`config.mk`:
```
export PLATFORM = sky130hd
export DESIGN_NAME = traffic_ctrl
export DESIGN_NICKNAME = d
export VERILOG_FILES = /design/src/rtl/traffic_ctrl.sv
export SDC_FILE = /design/constraint.sdc
export NUM_CORES = 1
export LEC_CHECK = 0
export BUFFER_PORTS_ARGS = -buffer_cell sky130_fd_sc_hd__clkbuf_2
export CAP_MARGIN = 20
export CORE_MARGIN = 3
export CORE_UTILIZATION = 33
export CTS_BUF_LIST = sky130_fd_sc_hd__clkbuf_2 sky130_fd_sc_hd__clkbuf_4 sky130_fd_sc_hd__clkbuf_8
export CTS_CLUSTER_SIZE = 10
export DETAILED_ROUTE_END_ITERATION = 10
export SLEW_MARGIN = 20
export SYNTH_ARGS = -nofsm -noshare
export SYNTH_HDL_FRONTEND = slang
export SYNTH_SLANG_ARGS = --single-unit
```
`constraint.sdc`:
```
create_clock -name sys_clk -period 2.3 [get_ports sys_clk]
set_input_delay 0.575 -clock sys_clk [delete_from_list [all_inputs] [get_ports sys_clk]]
set_output_delay 0.575 -clock sys_clk [all_outputs]
set_load 0.02 [all_outputs]
```
`src/rtl/traffic_ctrl.sv`:
```
// traffic_ctrl: fourteen-phase intersection sequencer driven by a one-second
// prescaler. Each phase counts down whole seconds on `remain` and hands over
// to the next phase code when its last second expires.
// Optional night mode is compiled in with the macro NIGHT_MODE_EN; without it
// the `night` input is accepted but has no effect.
module traffic_ctrl #(
    parameter int TICK_CNT    = 50_000_000,
    parameter int GREEN_TIME  = 10,
    parameter int FLASH_TIME  = 3,
    parameter int YELLOW_TIME = 3
) (
    input  logic       sys_clk,
    input  logic       sys_rst_n,
    input  logic       pause,
    input  logic       night,
    output logic [3:0] state,
    output logic [5:0] remain,
    output logic       sec_tick
);

    // Prescaler width; a one-cycle tick period still needs a one-bit register.
    localparam int PW = (TICK_CNT > 1) ? $clog2(TICK_CNT) : 1;
    localparam logic [PW-1:0] PRESC_LAST = PW'(TICK_CNT - 1);

    // Durations outside 1..63 are saturated so a zero never stalls a phase.
    function automatic logic [5:0] clamp_dur(input int t);
        if (t < 1) begin
            return 6'd1;
        end else if (t > 63) begin
            return 6'd63;
        end else begin
            return 6'(t);
        end
    endfunction

    localparam logic [5:0] GREEN_DUR  = clamp_dur(GREEN_TIME);
    localparam logic [5:0] FLASH_DUR  = clamp_dur(FLASH_TIME);
    localparam logic [5:0] YELLOW_DUR = clamp_dur(YELLOW_TIME);

    localparam logic [3:0] PHASE_FIRST  = 4'd0;
    localparam logic [3:0] PHASE_LAST   = 4'd13;
    localparam logic [3:0] PHASE_NS_YEL = 4'd6;
    localparam logic [3:0] PHASE_EW_LFT = 4'd7;

    logic [PW-1:0]     presc_reg, presc_next;
    logic [3:0]        phase_reg, phase_next;
    logic [5:0]        remain_reg, remain_next;
    logic              night_hold_reg, night_hold_next;
    logic [3:0]        phase_succ;
    logic [15:0][5:0]  dur_table;
    logic              night_req;
    logic              run;
    logic              tick;

    // Per-code duration lookup. Codes 14/15 are never loaded through this
    // table but are given the green value for completeness.
    genvar gi;
    generate
        for (gi = 0; gi < 16; gi++) begin : g_dur
            if (gi == 6 || gi == 13) begin : g_yellow
                assign dur_table[gi] = YELLOW_DUR;
            end else if (gi == 1 || gi == 3 || gi == 5 ||
                         gi == 8 || gi == 10 || gi == 12) begin : g_flash
                assign dur_table[gi] = FLASH_DUR;
            end else begin : g_green
                assign dur_table[gi] = GREEN_DUR;
            end
        end
    endgenerate

`ifdef NIGHT_MODE_EN
    assign night_req = night;
`else
    // Port kept for pin compatibility; the request is deliberately dropped.
    logic night_unused;
    assign night_unused = night;
    assign night_req    = 1'b0;
`endif

    // A night request keeps the prescaler running even when pause is held.
    assign run        = !pause || night_req;
    assign tick       = run && (presc_reg == PRESC_LAST);
    assign phase_succ = (phase_reg == PHASE_LAST) ? PHASE_FIRST : phase_reg + 4'd1;

    // State register: prescaler, phase, countdown and night-hold flag.
    always_ff @(posedge sys_clk) begin
        if (!sys_rst_n) begin
            presc_reg      <= '0;
            phase_reg      <= PHASE_FIRST;
            remain_reg     <= GREEN_DUR;
            night_hold_reg <= 1'b0;
        end else begin
            presc_reg      <= presc_next;
            phase_reg      <= phase_next;
            remain_reg     <= remain_next;
            night_hold_reg <= night_hold_next;
        end
    end

    // Next-state logic: advance the prescaler, then act on each second boundary.
    always_comb begin
        presc_next      = presc_reg;
        phase_next      = phase_reg;
        remain_next     = remain_reg;
        night_hold_next = night_hold_reg;

        if (run) begin
            presc_next = (presc_reg == PRESC_LAST) ? '0 : presc_reg + 1'b1;
        end

        if (phase_reg > PHASE_LAST) begin
            // Illegal code (e.g. after an upset): recover immediately.
            phase_next      = PHASE_FIRST;
            remain_next     = GREEN_DUR;
            night_hold_next = 1'b0;
        end else if (tick) begin
            if (night_req) begin
                phase_next      = PHASE_NS_YEL;
                remain_next     = 6'd0;
                night_hold_next = 1'b1;
            end else if (night_hold_reg) begin
                phase_next      = PHASE_EW_LFT;
                remain_next     = GREEN_DUR;
                night_hold_next = 1'b0;
            end else if (remain_reg > 6'd1) begin
                remain_next = remain_reg - 6'd1;
            end else begin
                phase_next  = phase_succ;
                remain_next = dur_table[phase_succ];
            end
        end
    end

    // Outputs: phase and countdown straight from registers, tick from the prescaler.
    always_comb begin
        state    = phase_reg;
        remain   = remain_reg;
        sec_tick = tick;
    end

endmodule

```
==> results_dict.tcl <==
set metrics [dict create \
    cp_data_arrival_time_ps 1620 \
    crit_path_end_kind "primary output" \
    final_cell_mix "35 x dfxtp_1, 34 x nor2_1, 19 x xnor2_1" \
    drc 0 \
    ys_seq_area_share_pct 36.0 \
    placed_cells 322 \
    mappedNetlistArea_um2 2000 \
    drt_iter0_drc 116 \
    critPathLaunchType "flop" \
    gp_congestion 0.859 \
    leakagePower_nw 0.879 \
    finalInstanceArea_um2 2370 \
    pwr_density_cell_nw_per_um2 485 \
    crit_path_cell_trace "ha_1 > and4b_2 > nand3_2 > nor3_2 > buf_4 > buf_4" \
    cts_made_buffers 5 \
    crit_path_top_delay_cell "dfxtp_4" \
    status "finished clean" \
    yosysUniqueCellTypes 45 \
    dr.pass1.iters 4 \
    total_power_mw 1.15 \
    multi_input_area_um2 1240 \
    dieArea_um2 7030 \
    ys_ff_latch 36 \
    cts_tree "built" \
    max-cap-violations 0 \
    grtUsageMet1_pct 18.1 \
    finalSetupViolCount 0 \
    holdBufCountCts 0 \
    slew_headroom_pct 58.1 \
    critPathKind "flop to primary output" \
    r2r_slack_ps 200 \
    grt_max_degree 26 \
    fmax_mhz 456 \
    rows 27 \
    final.setup_skew_ps 3.16 \
    avgSynthCellArea_um2 8.69 \
    num_io_pins 15 \
    worstSkewPairLatency_ps 280 \
    diodes 0 \
    timing.setup.tns_ps 0 \
    slew_viol_final 0 \
    wl_per_cell_um 12.3 \
    rsz0062_at_grt "false" \
    drive_gt1_share_pct 19.6 \
    h-tree-depth 2 \
    critPathRequiredTime_ps 1730 \
    initial_core_util_pct 35.2 \
    place_area_um2 2240 \
    die-width_um 83.8 \
    cp_max_fo 6 \
    largest_register_ffs 26 \
    wl_um 4090 \
    holdCritPathClass "flop to flop" \
    top_usage_layer "met1" \
    min_period_ps 2190 \
    rr_startpoint "presc_reg[1]" \
    irDropWorstVdd_v 0.000358 \
    first_global_vias 1567 \
    syn_nets 242 \
    layout.nets 271 \
    synthCells 230 \
    crit_end "sec_tick" \
    crit_start "presc_reg[1]" \
    root_buffer "clkbuf_8" \
    track_usage_pct 12.5 \
    clockBufferDepth 2 \
    fin_cells 332 \
    final_util_pct 41.8 \
    use_met2_pct 17.9 \
    met3_usage_pct 2.76 \
    finalCritPeriodShare_pct 95.3 \
    cpPeakStageDelay_ps 370 \
    seq_area_um2 724 \
    cts.sinks 36 \
    routed-via-count 1669 \
    overflow 0 \
    area_growth_pct 18.8 \
    nFillCells 599 \
    crit_path_frequent_cell "buf_4" \
    yosysWarningCount 0 \
    viasPerCell 5.03 \
    io_buffers 13 \
    core-area_um2 5680 \
    dp_hpwl_um 2980 \
    antenna_found_initial 0 \
    ant_nets 0 \
    grt_pass1_wl_um 7310 \
    worst_slew_pin_slew_ps 623 \
    r2r_cells 7 \
    hold_viol 0 \
    r2r_end "remain[5]" \
    die_h_um 83.8 \
    layout_commonest_cell "dfxtp_1" \
    clk_pin_slew_worst_paths_ps 70 \
]
Yosys cell counts:
cell type	n	share of area [%]
mux2_2	1	0.56
or4_1	5	1.9
nand3_1	10	2.5
and3b_1	2	0.88
a32oi_1	1	0.44
or2_2	1	0.31
a21o_1	1	0.38
inv_1	7	1.3
nand4_1	7	2.2
xor2_1	7	3.1
nor3_1	14	3.5
a2111oi_0	1	0.44
nand2_1	17	3.2
and3_1	4	1.3
mux2i_1	8	4.0
nor3b_1	1	0.38
o22ai_1	1	0.31
nand3_2	1	0.50
o31a_1	1	0.44
o21ai_0	4	1.0
and4b_1	1	0.50
nand4_2	1	0.63
and4_1	3	1.3
nand4b_1	1	0.44
xnor2_1	19	8.3
nor4_4	2	2.1
o22a_1	1	0.44
clkbuf_1	4	0.75
nor4_1	5	1.6
nor4b_4	1	1.2
and2_1	2	0.63
a31oi_1	1	0.31
dfxtp_1	36	36
nor2_1	34	6.4
o211ai_1	2	0.75
buf_6	1	0.56
and2b_1	1	0.38
o31ai_1	1	0.38
clkbuf_2	1	0.25
or3_1	2	0.63
o311ai_0	2	0.88
buf_2	1	0.25
a32o_1	1	0.50
a21oi_1	5	1.3
ha_1	8	5.0
logic make-up (layout without fill, tap and decap cells):
kind of cell	count (synthesis)	in the layout	synth area share (%)
muxes	9	9	4.57
DFF	36	36	36.0
and+or+nand+nor	115	115	32.4
AOI/OAI and AO/OA	22	22	7.51
xor gates and xnor gates	26	26	11.4
buffers and inverters	14	44	3.13
adders and majority gates	8	8	5.01
layer usage:
layer / share of wire (%) / vias up
met5: 0 / -
li1: - / 883
met1: 52 / 768
met2: 44 / 13
met4: 1.4 / 0
met3: 2.5 / 5
metrics by stage:
step	hold WS, ps	setup slack, ps
detailed placement	511	50.8
global placement	502	66.5
CTS	521	11.2
floorplan	477	68.5
global route	539	1.80
finish	517	109
final cells by class:
cell class,count,area share (%)
multi-input combinational,180,52.1
clock buffer,8,4.11
timing repair buffer,29,8.43
sequential,36,30.5
inverter,7,1.11
tap,72,3.79
how the worst min path moves through the flow:
stage / from / end / cells after the start
after floorplan: presc_reg[25] / presc_reg[25] / 2
after global placement: presc_reg[25] / presc_reg[25] / 2
after detailed placement: remain[4] / remain[4] / 2
after CTS: remain[4] / remain[4] / 2
after global routing: remain[4] / remain[4] / 2
final: remain[4] / remain[4] / 2
worst max-delay path, delay by kind of cell, from the launching register on:
family        cells  cell delay, ps
flops             1             370
simple gates      3             550
buf+inv           2             270
fa+ha+maj         1             140
repair_timing:
item | in CTS | in global routing
buffers inserted | 1 | 1
setup endpoints to repair | 1 | 3
gates resized for setup | 5 | 5
pin swaps | 1 | 1
where the power goes:
group | internal (mW) | switching [mW] | leakage [nW] | total (mW)
Combinational | 0.0163 | 0.0203 | 0.535 | 0.0366
Sequential | 0.627 | 0.00393 | 0.291 | 0.631
Clock | 0.268 | 0.216 | 0.0523 | 0.484
Note: power is estimated with default switching activity, not from simulation.
